<file path="config.mk">
export PLATFORM = sky130hd
export DESIGN_NAME = uart_byte_receiver
export DESIGN_NICKNAME = d
export VERILOG_FILES = /design/src/rtl/bpsk_pkg.sv /design/src/rtl/baud_tick_gen.sv /design/src/rtl/uart_byte_receiver.sv
export SDC_FILE = /design/constraint.sdc
export NUM_CORES = 1
export LEC_CHECK = 0
export ABC_CLOCK_PERIOD_IN_PS = 2300
export CAP_MARGIN = 20
export CELL_PAD_IN_SITES_DETAIL_PLACEMENT = 0
export CELL_PAD_IN_SITES_GLOBAL_PLACEMENT = 2
export CORE_UTILIZATION = 35
export CTS_CLUSTER_DIAMETER = 100
export DETAILED_ROUTE_END_ITERATION = 10
export PLACE_DENSITY = 0.82
export SLEW_MARGIN = 20
export SYNTH_ARGS = -nofsm -noshare
export SYNTH_HDL_FRONTEND = slang
export SYNTH_HIERARCHICAL = 1
export SYNTH_SLANG_ARGS = --single-unit
</file>
<file path="constraint.sdc">
create_clock -name clk -period 2.3 [get_ports clk]
set_input_delay 0.46 -clock clk [delete_from_list [all_inputs] [get_ports clk]]
set_output_delay 0.46 -clock clk [all_outputs]
set_load 0.01 [all_outputs]
</file>
<file path="src/rtl/bpsk_pkg.sv">
// bpsk_pkg: shared types and helpers for the BPSK transmitter UART front end.
package bpsk_pkg;
    typedef enum logic [2:0] {RX_IDLE, RX_START, RX_DATA, RX_STOP, RX_BREAK} uart_rx_state_t;
    localparam int UART_DATA_BITS = 8;
    function automatic logic maj3(input logic a, input logic b, input logic c);
        return (a & b) | (a & c) | (b & c);
    endfunction
endpackage

</file>
<file path="src/rtl/baud_tick_gen.sv">
// baud_tick_gen: oversample tick, one clk pulse every CLK_FREQ/(BAUD_RATE*OVERSAMPLE) clocks.
module baud_tick_gen #(
    parameter int CLK_FREQ   = 50_000_000,
    parameter int BAUD_RATE  = 115_200,
    parameter int OVERSAMPLE = 16
) (
    input  logic clk,
    input  logic rst_n,
    input  logic restart,
    output logic tick
);
    localparam int DIV = CLK_FREQ / (BAUD_RATE * OVERSAMPLE);
    localparam int CW  = DIV > 1 ? $clog2(DIV) : 1;
    logic [CW-1:0] cnt_q, cnt_d;
    assign tick = cnt_q == CW'(DIV - 1);
    always_comb cnt_d = (restart || tick) ? '0 : cnt_q + CW'(1);
    always_ff @(posedge clk)
        if (!rst_n) cnt_q <= '0;
        else        cnt_q <= cnt_d;
endmodule

</file>
<file path="src/rtl/uart_byte_receiver.sv">
// uart_byte_receiver: 8N1 UART receiver with 3-sample majority vote and good-byte write strobe.
module uart_byte_receiver
    import bpsk_pkg::*;
#(
    parameter int CLK_FREQ   = 50_000_000,
    parameter int BAUD_RATE  = 115_200,
    parameter int OVERSAMPLE = 16
) (
    input  logic                      clk,
    input  logic                      rst_n,
    input  logic                      rx,
    output logic [UART_DATA_BITS-1:0] uart_byte,
    output logic                      write,
    output logic                      frame_error,
    output logic                      busy
);
    localparam int SW = $clog2(OVERSAMPLE);
    localparam int NW = $clog2(UART_DATA_BITS);
    localparam logic [SW-1:0] S_LO  = SW'(OVERSAMPLE / 2 - 1);
    localparam logic [SW-1:0] S_MID = SW'(OVERSAMPLE / 2);
    localparam logic [SW-1:0] S_HI  = SW'(OVERSAMPLE / 2 + 1);
    localparam logic [SW-1:0] S_END = SW'(OVERSAMPLE - 1);

    uart_rx_state_t state_q, state_d;
    logic rx_meta_q, rx_s_q, rx_prev_q;
    logic [SW-1:0] s_q;
    logic [NW-1:0] n_q;
    logic [UART_DATA_BITS-1:0] sh_q, byte_q;
    logic v0_q, v1_q, bit_q, write_q, ferr_q;
    logic tick, fall, mid, bend, vote, restart, write_d, ferr_d;

    assign fall    = rx_prev_q & ~rx_s_q;
    assign mid     = tick && s_q == S_HI;
    assign bend    = tick && s_q == S_END;
    assign vote    = maj3(v0_q, v1_q, rx_s_q);
    assign restart = state_q == RX_IDLE && fall;

    baud_tick_gen #(.CLK_FREQ(CLK_FREQ), .BAUD_RATE(BAUD_RATE), .OVERSAMPLE(OVERSAMPLE)) u_tick (
        .clk     (clk),
        .rst_n   (rst_n),
        .restart (restart),
        .tick    (tick)
    );

    always_ff @(posedge clk)
        if (!rst_n) state_q <= RX_IDLE;
        else        state_q <= state_d;

    always_comb begin
        state_d = state_q;
        case (state_q)
            RX_IDLE:  state_d = fall ? RX_START : RX_IDLE;
            RX_START: state_d = (mid && vote) ? RX_IDLE : bend ? RX_DATA : RX_START;
            RX_DATA:  state_d = (bend && n_q == NW'(UART_DATA_BITS - 1)) ? RX_STOP : RX_DATA;
            RX_STOP:  state_d = mid ? (vote ? RX_IDLE : RX_BREAK) : RX_STOP;
            RX_BREAK: state_d = (tick && rx_s_q) ? RX_IDLE : RX_BREAK;
            default:  state_d = RX_IDLE;
        endcase
    end

    // Stop bit is judged at mid-bit so the next start edge is never missed.
    always_comb begin
        write_d = state_q == RX_STOP && mid && vote;
        ferr_d  = state_q == RX_STOP && mid && !vote;
        busy    = state_q != RX_IDLE;
    end

    always_ff @(posedge clk) begin
        if (!rst_n) begin
            rx_meta_q <= 1'b1;
            rx_s_q    <= 1'b1;
            rx_prev_q <= 1'b1;
            s_q       <= '0;
            n_q       <= '0;
            sh_q      <= '0;
            byte_q    <= '0;
            v0_q      <= 1'b1;
            v1_q      <= 1'b1;
            bit_q     <= 1'b1;
            write_q   <= 1'b0;
            ferr_q    <= 1'b0;
        end else begin
            rx_meta_q <= rx;
            rx_s_q    <= rx_meta_q;
            rx_prev_q <= rx_s_q;
            write_q   <= write_d;
            ferr_q    <= ferr_d;
            if (write_d) byte_q <= sh_q;
            if (state_q == RX_IDLE) s_q <= '0;
            else if (tick)          s_q <= (s_q == S_END) ? '0 : s_q + SW'(1);
            if (tick && s_q == S_LO)  v0_q  <= rx_s_q;
            if (tick && s_q == S_MID) v1_q  <= rx_s_q;
            if (mid)                  bit_q <= vote;
            if (state_q == RX_START && bend) n_q <= '0;
            if (state_q == RX_DATA && bend) begin
                sh_q <= {bit_q, sh_q[UART_DATA_BITS-1:1]};
                n_q  <= n_q + NW'(1);
            end
        end
    end

    assign uart_byte   = byte_q;
    assign write       = write_q;
    assign frame_error = ferr_q;
endmodule
</file>
# After elaboration in Yosys (flattened, before gate mapping)
# Cells that the tools add are included.
# Widths: inputs -> output; s select.
[word_totals] word_cells=66 reg_bits=39 input_bits=3 out_inout_bits=11
[classes] n_addsub=3 bitwise=8 n_mux=11 eq_ne=10 n_reduce_logical=20
[ops] operator="$mux 3" n=5
[ops] operator="$pmux 3 s5" n=1
[ops] operator="$logic_and 1x1->1" n=13
[ops] operator="$eq 4x4->1 const B" n=3
[ops] operator="$eq 3x2->1 const B" n=2
[ops] operator="$eq 3x3->1 const B" n=2
[ops] operator="$add 5x1->5 const B" n=1
[ops] operator="$eq 5x5->1 const B" n=1
[ops] operator="$add 4x1->4 const B" n=1
[ops] operator="$and 1x1->1" n=4
[ops] operator="$eq 4x3->1 const B" n=1
[ops] operator="$mux 2" n=2
[ops] operator="$mux 4" n=1
[ops] operator="$reduce_or 2->1" n=2
[ops] operator="$add 3x1->3 const B" n=1
[ops] operator="$eq 3x1->1 const B" n=1
[ops] operator="$logic_not 3->1" n=1
[ops] operator="$reduce_bool 3->1" n=1
[ops] operator="$mux 1" n=2
[ops] operator="$not 1->1" n=2
[ops] operator="$or 1x1->1" n=2
[ops] operator="$reduce_bool 2->1" n=1
[ops] operator="$logic_not 1->1" n=1
[ops] operator="$logic_or 1x1->1" n=1

# Logic depth before layout (Yosys ltp)
# Gate-level depths: netlist of the first run.
[logic_depth] depth_word=6 ltp_mapped=9 mapped_depth_nobuf=7

# Cells and area by module
# Netlist of the first run, hierarchy kept.
[modules_own_cells] module="uart_byte_receiver" instances=1 cells_per_inst=158 seq_area_each_um2=680.7 area_per_inst_um2=1460.2
[modules_own_cells] module="baud_tick_gen" instances=1 cells_per_inst=20 seq_area_each_um2=100.1 area_per_inst_um2=205.2

# Worst setup path before layout of the first run
# No wires, ideal clock.
[synth_path] kind="register -> register" from="register u_tick.cnt_q[0]" to="register sh_q[2]" n_path_buf=2 required_time_ps=2172 setup_ps=128 slack_ps=524 period_less_slack_ps=1776 stages_incl_launch_ff=10 arrival_ps=1649 path_cell_list="dfxtp_1 -> inv_1 -> ha_1 -> and4b_1 -> buf_2 -> nand4_4 -> nor3b_4 -> buf_6 -> mux2i_1 -> nor2_1"
[synth_via] elab_chain_cells=3
[synth_rtl] item="start, declared" line="baud_tick_gen.sv:14" source="logic [CW-1:0] cnt_q, cnt_d;"
[synth_rtl] item="start signal, assigned" line="baud_tick_gen.sv:19" source="else cnt_q <= cnt_d;"
[synth_rtl] item="$eq 5x5->1" line="baud_tick_gen.sv:15" source="assign tick = cnt_q == CW'(DIV - 1);"
[synth_rtl] item="via tick" line="uart_byte_receiver.sv:30" source="logic tick, fall, mid, bend, vote, restart, write_d, ferr_d;"
[synth_rtl] item="$logic_and 1x1->1" line="uart_byte_receiver.sv:34" source="assign bend = tick && s_q == S_END;"
[synth_rtl] item="$logic_and 1x1->1" line="uart_byte_receiver.sv:95" source="if (state_q == RX_DATA && bend) begin"
[synth_rtl] item="end signal, assigned" line="uart_byte_receiver.sv:96" source="sh_q <= {bit_q, sh_q[UART_DATA_BITS-1:1]};"
[synth_rtl] item="end, declared" line="uart_byte_receiver.sv:28" source="logic [UART_DATA_BITS-1:0] sh_q, byte_q;"
# The timed path passes the listed nets, and every way through them passes these cells.
# A chain may end at the register's enable or synchronous reset.

# Worst setup path after layout of the first run
[layout_path] from="register u_tick.cnt_q[0]" to="register sh_q[1]"
# The elaborated chain is that of the path after synthesis.

==> metrics.md, run 1 <==
| Metric | Value |
|---|---|
| Gr usage total | `between 10% and 20%` |
| Number of synthesized flops with an enable pin | `0` |
| Routed len/inst | `12.8 µm` |
| Yosys top cell by area | `dfxtp_1` |
| Initial antenna violation count | `0` |
| Ys async rst share | `0%` |
| Register clock-pin slew on the reported worst setup and hold paths | `approximately 0.08 ns` |
| Final Cell Area | `0.00193 mm²` |
| Top layer in use | `met4` |
| Pre-CTS setup slack | `roughly 0.24 ns` |
| Vias in the first global route | `around 1,200` |
| Startpoint Class | `register` |
| Final net count | `202` |
| Cts hold-fix bufs | `0` |
| Mean Syn Cell Area | `9.36 µm²` |
| Wire length on met3 | `138 µm` |
| Worst-Skew Late Latency | `around 0.29 ns` |
| Power Density | `roughly 640 mW/mm²` |
| Setup crit end kind | `register` |
| Root Driver | `clkbuf_8` |
| YS warnings | `6` |
| CP required | `roughly 2.5 ns` |
| Starting Density | `a little under two fifths` |
| IO Count | `14` |
| Synth top cells by count | `39 x dfxtp_1, 22 x nand2_1, 22 x nor2_1` |
| Clock buffer depth | `2` |
| Leak Pwr | `0.682 nW` |
| Area growth, synth to finish | `15.9%` |
| Post-route ant nets | `0` |
| Vias per cell | `around 5` |
| Post-Synthesis Cells | `about 180` |
| FF+latch area | `slightly below 800 µm²` |
| Worst Skew | `about 0.0025 ns` |
| Die X | `71.0 µm` |
| Setup TNS | `0 ns` |
| Buffers added on ports | `13` |
| # DRC | `0` |
| Total clock buffers created by CTS | `5` |
| Post-synth top area share | `46.9%` |
| Final hold vios | `0` |
| RSZ-0062 raised after global routing | `false` |
| Multi-input logic area | `a little over 800 µm²` |
| FF+latch count, synth | `39` |
| Period minus WS final | `about 2.1 ns` |
| Hold WS | `approximately 0.41 ns` |
| Worst-margin pin slew | `~0.46 ns` |
| Iter 0 DRT Violations | `39` |
| Critical path class | `reg -> reg` |
| CTS tree | `done` |
| Max cap viols | `0` |
| Reg2reg setup slack | `approximately 0.22 ns` |
| Dpl cell area | `between 0.0015 and 0.002 mm²` |
| H-tree depth | `2` |
| Largest net degree at the start of global routing | `20` |
| Status | `finished, final reports clean` |
| Count leader, synth | `dfxtp_1` |
| Die area | `~0.005 mm²` |
| Post-CTS Setup Bufs | `0` |
| Pre-Repair DR Iteration Count | `4` |
| Syn Nets | `between 150 and 200` |
| Max Slew Vio Count | `0` |
| Worst hold path class | `reg -> reg` |
| Final GP Congestion | `0.808` |
| Cell area after synthesis | `between 0.0015 and 0.002 mm²` |
| Row Count | `24` |
| Area contributors post-synth | `dfxtp_1 47%, mux2i_1 6.6%, ha_1 5.3%` |
| Post-synthesis sequential area ratio | `approximately 47%` |
| Crit-path max FO | `12` |
| Worst VDD drop | `~310 µV` |
| Fill cells | `approximately 420` |
| Worst Path Arrival | `about 2.3 ns` |
| Die H | `~71 µm` |
| Core area | `approximately 0.0045 mm²` |
| Post-Route M1 WL | `between 1.5 and 2 mm` |
| Relative slew margins | `between 60% and 70%` |
| Setup ws final | `between 0.2 and 0.25 ns` |
| Gr ovfl total | `0` |
| Synth Flop Type | `dfxtp_1` |
| CTS sink cnt | `39` |
| Final setup fails | `0` |
| Max Fclk | `about 480 MHz` |
| Share of layout cells above drive strength 1 | `8.29%` |
| Antenna cells | `0` |
| CTS resizes | `0` |
| Vias | `approximately 1,200` |
| Post-route core utilization | `around 43%` |
| Synth cell types | `33` |
| DP Wirelength | `roughly 2.1 mm` |
| Met2 wire len | `1.35 mm` |
| First-pass GRT wire length | `~5.6 mm` |
| Total Wirelength | `between 3 and 4 mm` |
| Crit share post-route | `around nine tenths` |
## path summary, 6_finish.rpt
kind | end | startpoint | cells past startpoint
worst max-delay path | sh_q[1]$_SDFFE_PN0P_ | u_tick/cnt_q[0]$_SDFF_PP0_ | 8
worst min-delay path | rx_s_q$_SDFF_PN1_ | rx_meta_q$_SDFF_PN1_ | 1
worst max register to register | sh_q[1]$_SDFFE_PN0P_ | u_tick/cnt_q[0]$_SDFF_PP0_ | 8
worst min register to register | rx_s_q$_SDFF_PN1_ | rx_meta_q$_SDFF_PN1_ | 1
## worst max-delay path: stages, from the launching register on
cell,delay [ns]
dfxtp_1,0.34
inv_1,0.06
ha_1,0.13
and4b_1,0.49
nand4_4,0.19
nor3b_4,0.23
buf_4,0.24
mux2i_1,0.22
nor2_1,0.06
## cell families after synthesis
logic type,after synthesis,synth area share [%]
AOI/OAI and AO/OA,20,6.39
xor gates and xnor gates,5,2.63
adders and majority gates,8,5.86
buffers and inverters,13,4.06
DFF,39,46.9
muxes,12,7.29
and+or+nand+nor,81,26.9
## power breakdown
part | total, mW | switching [mW] | internal, mW
Clock | 0.502 | 0.257 | 0.245
Combinational | 0.0429 | 0.0245 | 0.0184
Sequential | 0.689 | 0.00644 | 0.682
## per-layer routing
| metal | global-route usage, % | vias to the layer above |
|---|---|---|
| li1 | - | 630 |
| met1 | 18.3 | 578 |
| met2 | 22.0 | 18 |
| met3 | 4.56 | 4 |
| met4 | 6.67 | 0 |
| met5 | 0 | - |
## placed cells by master, fill, tap and decap left out, types with 3 or more instances in the layout
cell type,count
a21oi_1,6
buf_4,3
clkbuf_8,6
clkdlybuf4s50_1,13
dfxtp_1,39
ha_1,7
inv_1,4
mux2i_1,11
nand2_1,22
nand2b_1,4
nand3_1,14
nor2_1,22
o21ai_0,7
o21ai_1,4
xor2_1,3
## sequential cells by signal, indices dropped and copies added (netlist names)
name / flops
n_q: 3
v0_q: 1
rx_meta_q: 1
write: 1
state_q: 3
bit_q: 1
frame_error: 1
rx_s_q: 1
sh_q: 8
rx_prev_q: 1
u_tick/cnt_q: 5
uart_byte: 8
s_q: 4
v1_q: 1
## through the flow
step / std cells / power, mW
floorplan: 178 / 0.734
global placement: 237 / 0.747
detailed placement: 237 / 0.748
CTS: 245 / 1.25
global route: 245 / 1.29
finish: 245 / 1.23
## layout make-up
| type | instances | share of cell area, % |
|---|---|---|
| clock buffer | 6 | 4.28 |
| clock inverter | 2 | 0.843 |
| inverter | 4 | 0.778 |
| multi-input combinational | 126 | 42.3 |
| sequential | 39 | 40.5 |
| tap | 52 | 3.37 |
| timing repair buffer | 16 | 7.91 |
Note: power is estimated with default switching activity, not from simulation.
==> run 2: changes to the inputs <==
Settings changed: SETUP_SLACK_MARGIN from default to 0.02.
==> results of run 2 <==
The final DEF is identical to that of run 1; final timing and power are the same.
==> run 3: changes to the inputs <==
Settings changed: ABC_AREA from default to 1, CELL_PAD_IN_SITES_DETAIL_PLACEMENT 0 to default, CELL_PAD_IN_SITES_GLOBAL_PLACEMENT 2 to default, PLACE_DENSITY 0.82 to 0.58.
==> run 3 against run 2 <==
Compared with the run above:
- design area increased by 6.5%
- clock skew rose by 0.0013 ns
- via count increased by 8.5%
- sequential power is essentially flat
- area after synthesis rose by 6.5%
- sequential share of layout area decreased by 2.5 points
- largest power group unchanged
==> metrics.md, run 3 <==
| Metric | Value |
|---|---|
| Register clock-pin slew on the reported worst setup and hold paths | `0.07 ns (about the same)` |
| Routed len/inst | `9.73 µm (-24%)` |
| Gr ovfl total | `0 (unchanged)` |
| Period minus WS final | `2.01 ns (-0.0695 ns)` |
| Ys async rst share | `0% (unchanged)` |
| Crit-path max FO | `4 (-8)` |
| Synth cell types | `31 (-6.1%)` |
| Vias per cell | `4.33 (-14%)` |
| Vias | `1,335 (+8.5%)` |
| Commonest non-fill, non-tap cell in the layout | `nor2_1` |
| Fill cells | `508 (+20%)` |
| Cell area after synthesis | `0.00177 mm² (+6.5%)` |
| Power Density | `576 mW/mm² (-9.8%)` |
| Row Count | `25 (+4.2%)` |
| Relative slew margins | `68.9% (-0.37 points)` |
| Setup crit end kind | `output pin` |
| Max Slew Vio Count | `0 (unchanged)` |
| Worst Path Arrival | `1.55 ns (-0.70 ns)` |
| Final setup fails | `0 (unchanged)` |
| Post-Synthesis Cells | `223 (+25%)` |
| Antenna cells | `0 (unchanged)` |
| Count leader, synth | `nor2_1` |
| CP required | `1.84 ns (-0.63 ns)` |
| Crit share post-route | `87.3% (-3.0 points)` |
| Worst-margin pin slew | `0.466 ns (+0.00546 ns)` |
| Area growth, synth to finish | `15.9% (about the same)` |
| YS warnings | `6 (unchanged)` |
| Die H | `73.2 µm (+3.1%)` |
| Synth Flop Type | `dfxtp_1` |
| Post-route ant nets | `0 (unchanged)` |
| Starting Density | `37.0% (-0.17 points)` |
| Cell Int Power | `0.914 mW (-3.3%)` |
| RSZ-0062 raised after global routing | `false` |
| Clock power frac | `37.6% (-3.1 points)` |
| Startpoint Class | `register` |
| Mean Syn Cell Area | `7.95 µm² (-15%)` |
| Die area | `0.00535 mm² (+6.3%)` |
| Worst-Skew Late Latency | `0.29 ns (about the same)` |
| Post-CTS Setup Bufs | `0 (unchanged)` |
| Post-synthesis sequential area ratio | `44.0% (-2.8 points)` |
| First-pass GRT wire length | `5.44 mm (-2.3%)` |
| Sw Ratio | `22.8% (-0.52 points)` |
| Status | `finished, final reports clean` |
| Slowest-stage cell, CP | `clkdlybuf4s50_1` |
| Dpl cell area | `0.00197 mm² (+7.7%)` |
| FF+latch count, synth | `39 (unchanged)` |
| Final GP Congestion | `0.783 (-3.1%)` |
| Vias in the first global route | `1,215 (+0.16%)` |
| CTS sink cnt | `39 (unchanged)` |
| Iter 0 DRT Violations | `36 (-7.7%)` |
| CTS tree | `done` |
| Number of synthesized flops with an enable pin | `0 (unchanged)` |
| Syn Nets | `233 (+24%)` |
| Leak Pwr | `0.854 nW (+25%)` |
| Area contributors post-synth | `dfxtp_1 44%, nor2_1 9.5%, nand2_1 6.8%` |
| CTS resizes | `0 (unchanged)` |
| Pre-Repair DR Iteration Count | `4 (unchanged)` |
| Final hold vios | `0 (unchanged)` |
| Root Driver | `clkbuf_8` |
| Clock buffer depth | `2 (unchanged)` |
| DP Wirelength | `2.24 mm (+4.8%)` |
| Worst hold path class | `reg -> reg` |
| IO Count | `14 (unchanged)` |
| Post-synth top area share | `44.0% (-2.8 points)` |
| Largest net degree at the start of global routing | `19 (-5.0%)` |
| Max Fclk | `498 MHz (+3.5%)` |
| H-tree depth | `2 (unchanged)` |
| Buffers added on ports | `13 (unchanged)` |
| Gr usage total | `13.5% (-0.78 points)` |
| Slowest stage delay, CP | `0.55 ns (+0.06 ns)` |
| Die X | `73.2 µm (+3.1%)` |
| Sequential share of power | `58.3% (+2.5 points)` |
| Setup TNS | `0 ns (unchanged)` |
| Initial antenna violation count | `0 (unchanged)` |
| Core area | `0.00479 mm² (+7.0%)` |
| Synth top cells by count | `45 x nor2_1, 39 x dfxtp_1, 32 x nand2_1` |
| Worst VDD drop | `236 µV (-24%)` |
| Total Wirelength | `3.00 mm (-4.6%)` |
| # DRC | `0 (unchanged)` |
| Final Cell Area | `0.00206 mm² (+6.5%)` |
| Yosys top cell by area | `dfxtp_1` |
| Share of layout cells above drive strength 1 | `13.7% (+5.4 points)` |
| Worst Skew | `0.00378 ns (+0.00133 ns)` |
| Total clock buffers created by CTS | `5 (unchanged)` |
| Sw Pwr | `0.270 mW (-6.1%)` |
| Max cap viols | `0 (unchanged)` |
| Cts hold-fix bufs | `0 (unchanged)` |
| Commonest cells after routing, fill and taps aside | `45 x nor2_1, 39 x dfxtp_1, 32 x nand2_1, 20 x inv_1` |
| Worst path cell trace | `nor2_1 -> nand2_1 -> clkdlybuf4s50_1` |
| Logic pwr share | `4.0% (+0.5 points)` |
| Critical path class | `reg -> out` |
| Final net count | `250 (+24%)` |
run 3: changes by cell type in the layout (fill, tap and decap cells not counted), moves of 3 or more:
cell	change
a21oi_1	+4
inv_1	+16
inv_2	+4
mux2i_1	-11
nand2_1	+10
nand2_2	+5
nand2b_1	-4
nand3b_1	+6
nand4_1	+4
nor2_1	+23
nor2_4	+3
nor3_1	+3
run 3: routing by layer:
metal / vias to the layer above / global-route usage, % / wire (µm)
met5: - / 0 / 0
met4: 0 / 7.84 / 70
met3: 6 / 3.87 / 91
met2: 15 / 19.3 / 1190
met1: 566 / 18.1 / 1650
li1: 748 / - / -
run 3: final timing paths:
check	cells after the start	start	slack, ns	end
max	3	state_q[0]$_SDFF_PN0_	0.29	busy
max reg2reg	9	u_tick/cnt_q[0]$_SDFF_PP0_	0.44	n_q[0]$_SDFFE_PN0P_
min	1	rx_meta_q$_SDFF_PN1_	0.42	rx_s_q$_SDFF_PN1_
min reg2reg	1	rx_meta_q$_SDFF_PN1_	0.42	rx_s_q$_SDFF_PN1_
run 3: cell families after synthesis:
family | synth area share (%)
AND/OR/NAND/NOR | 34.7
flip-flops | 44.0
buffers and inverters | 6.92
AO/OA/AOI/OAI | 8.40
adder cells (fa/ha/maj) | 4.94
XOR/XNOR | 0.988
run 3: worst max-delay path: cells and delay by family (launching register included):
family	cells	cell delay, ns
AND/OR/NAND/NOR	2	0.25
buffers and inverters	1	0.55
flip-flops	1	0.46
run 3: cell type report:
| class | instances | area [µm²] | area share [%] |
|---|---|---|---|
| sequential | 39 | 781 | 38.0 |
| clock inverter | 2 | 12.5 | 0.609 |
| timing repair buffer | 14 | 138 | 6.70 |
| multi-input combinational | 155 | 870 | 42.3 |
| tap | 67 | 83.8 | 4.08 |
| clock buffer | 6 | 72.6 | 3.53 |
| inverter | 25 | 98.8 | 4.81 |
run 3: power by group through the flow:
| stage | Combinational (mW) | Sequential (mW) | Clock, mW |
|---|---|---|---|
| floorplan | 0.0338 | 0.705 | 0 |
| global placement | 0.0481 | 0.707 | 0 |
| detailed placement | 0.0481 | 0.707 | 0 |
| CTS | 0.0485 | 0.691 | 0.470 |
| global route | 0.0557 | 0.693 | 0.504 |
| finish | 0.0479 | 0.691 | 0.446 |
run 3: metrics by stage:
step | utilization, % | setup WS, ns | hold slack, ns | power, mW | instances
3_5_place_dp | 41.2 | 0.436 | 0.404 | 0.755 | 300
3_3_place_gp | 41.2 | 0.518 | 0.399 | 0.755 | 300
6_report | 43.0 | 0.292 | 0.417 | 1.18 | 308
4_1_cts | 43.0 | 0.275 | 0.421 | 1.21 | 308
2_1_floorplan | - | 0.685 | 0.393 | 0.739 | 223
5_1_grt | 43.0 | 0.178 | 0.433 | 1.25 | 308
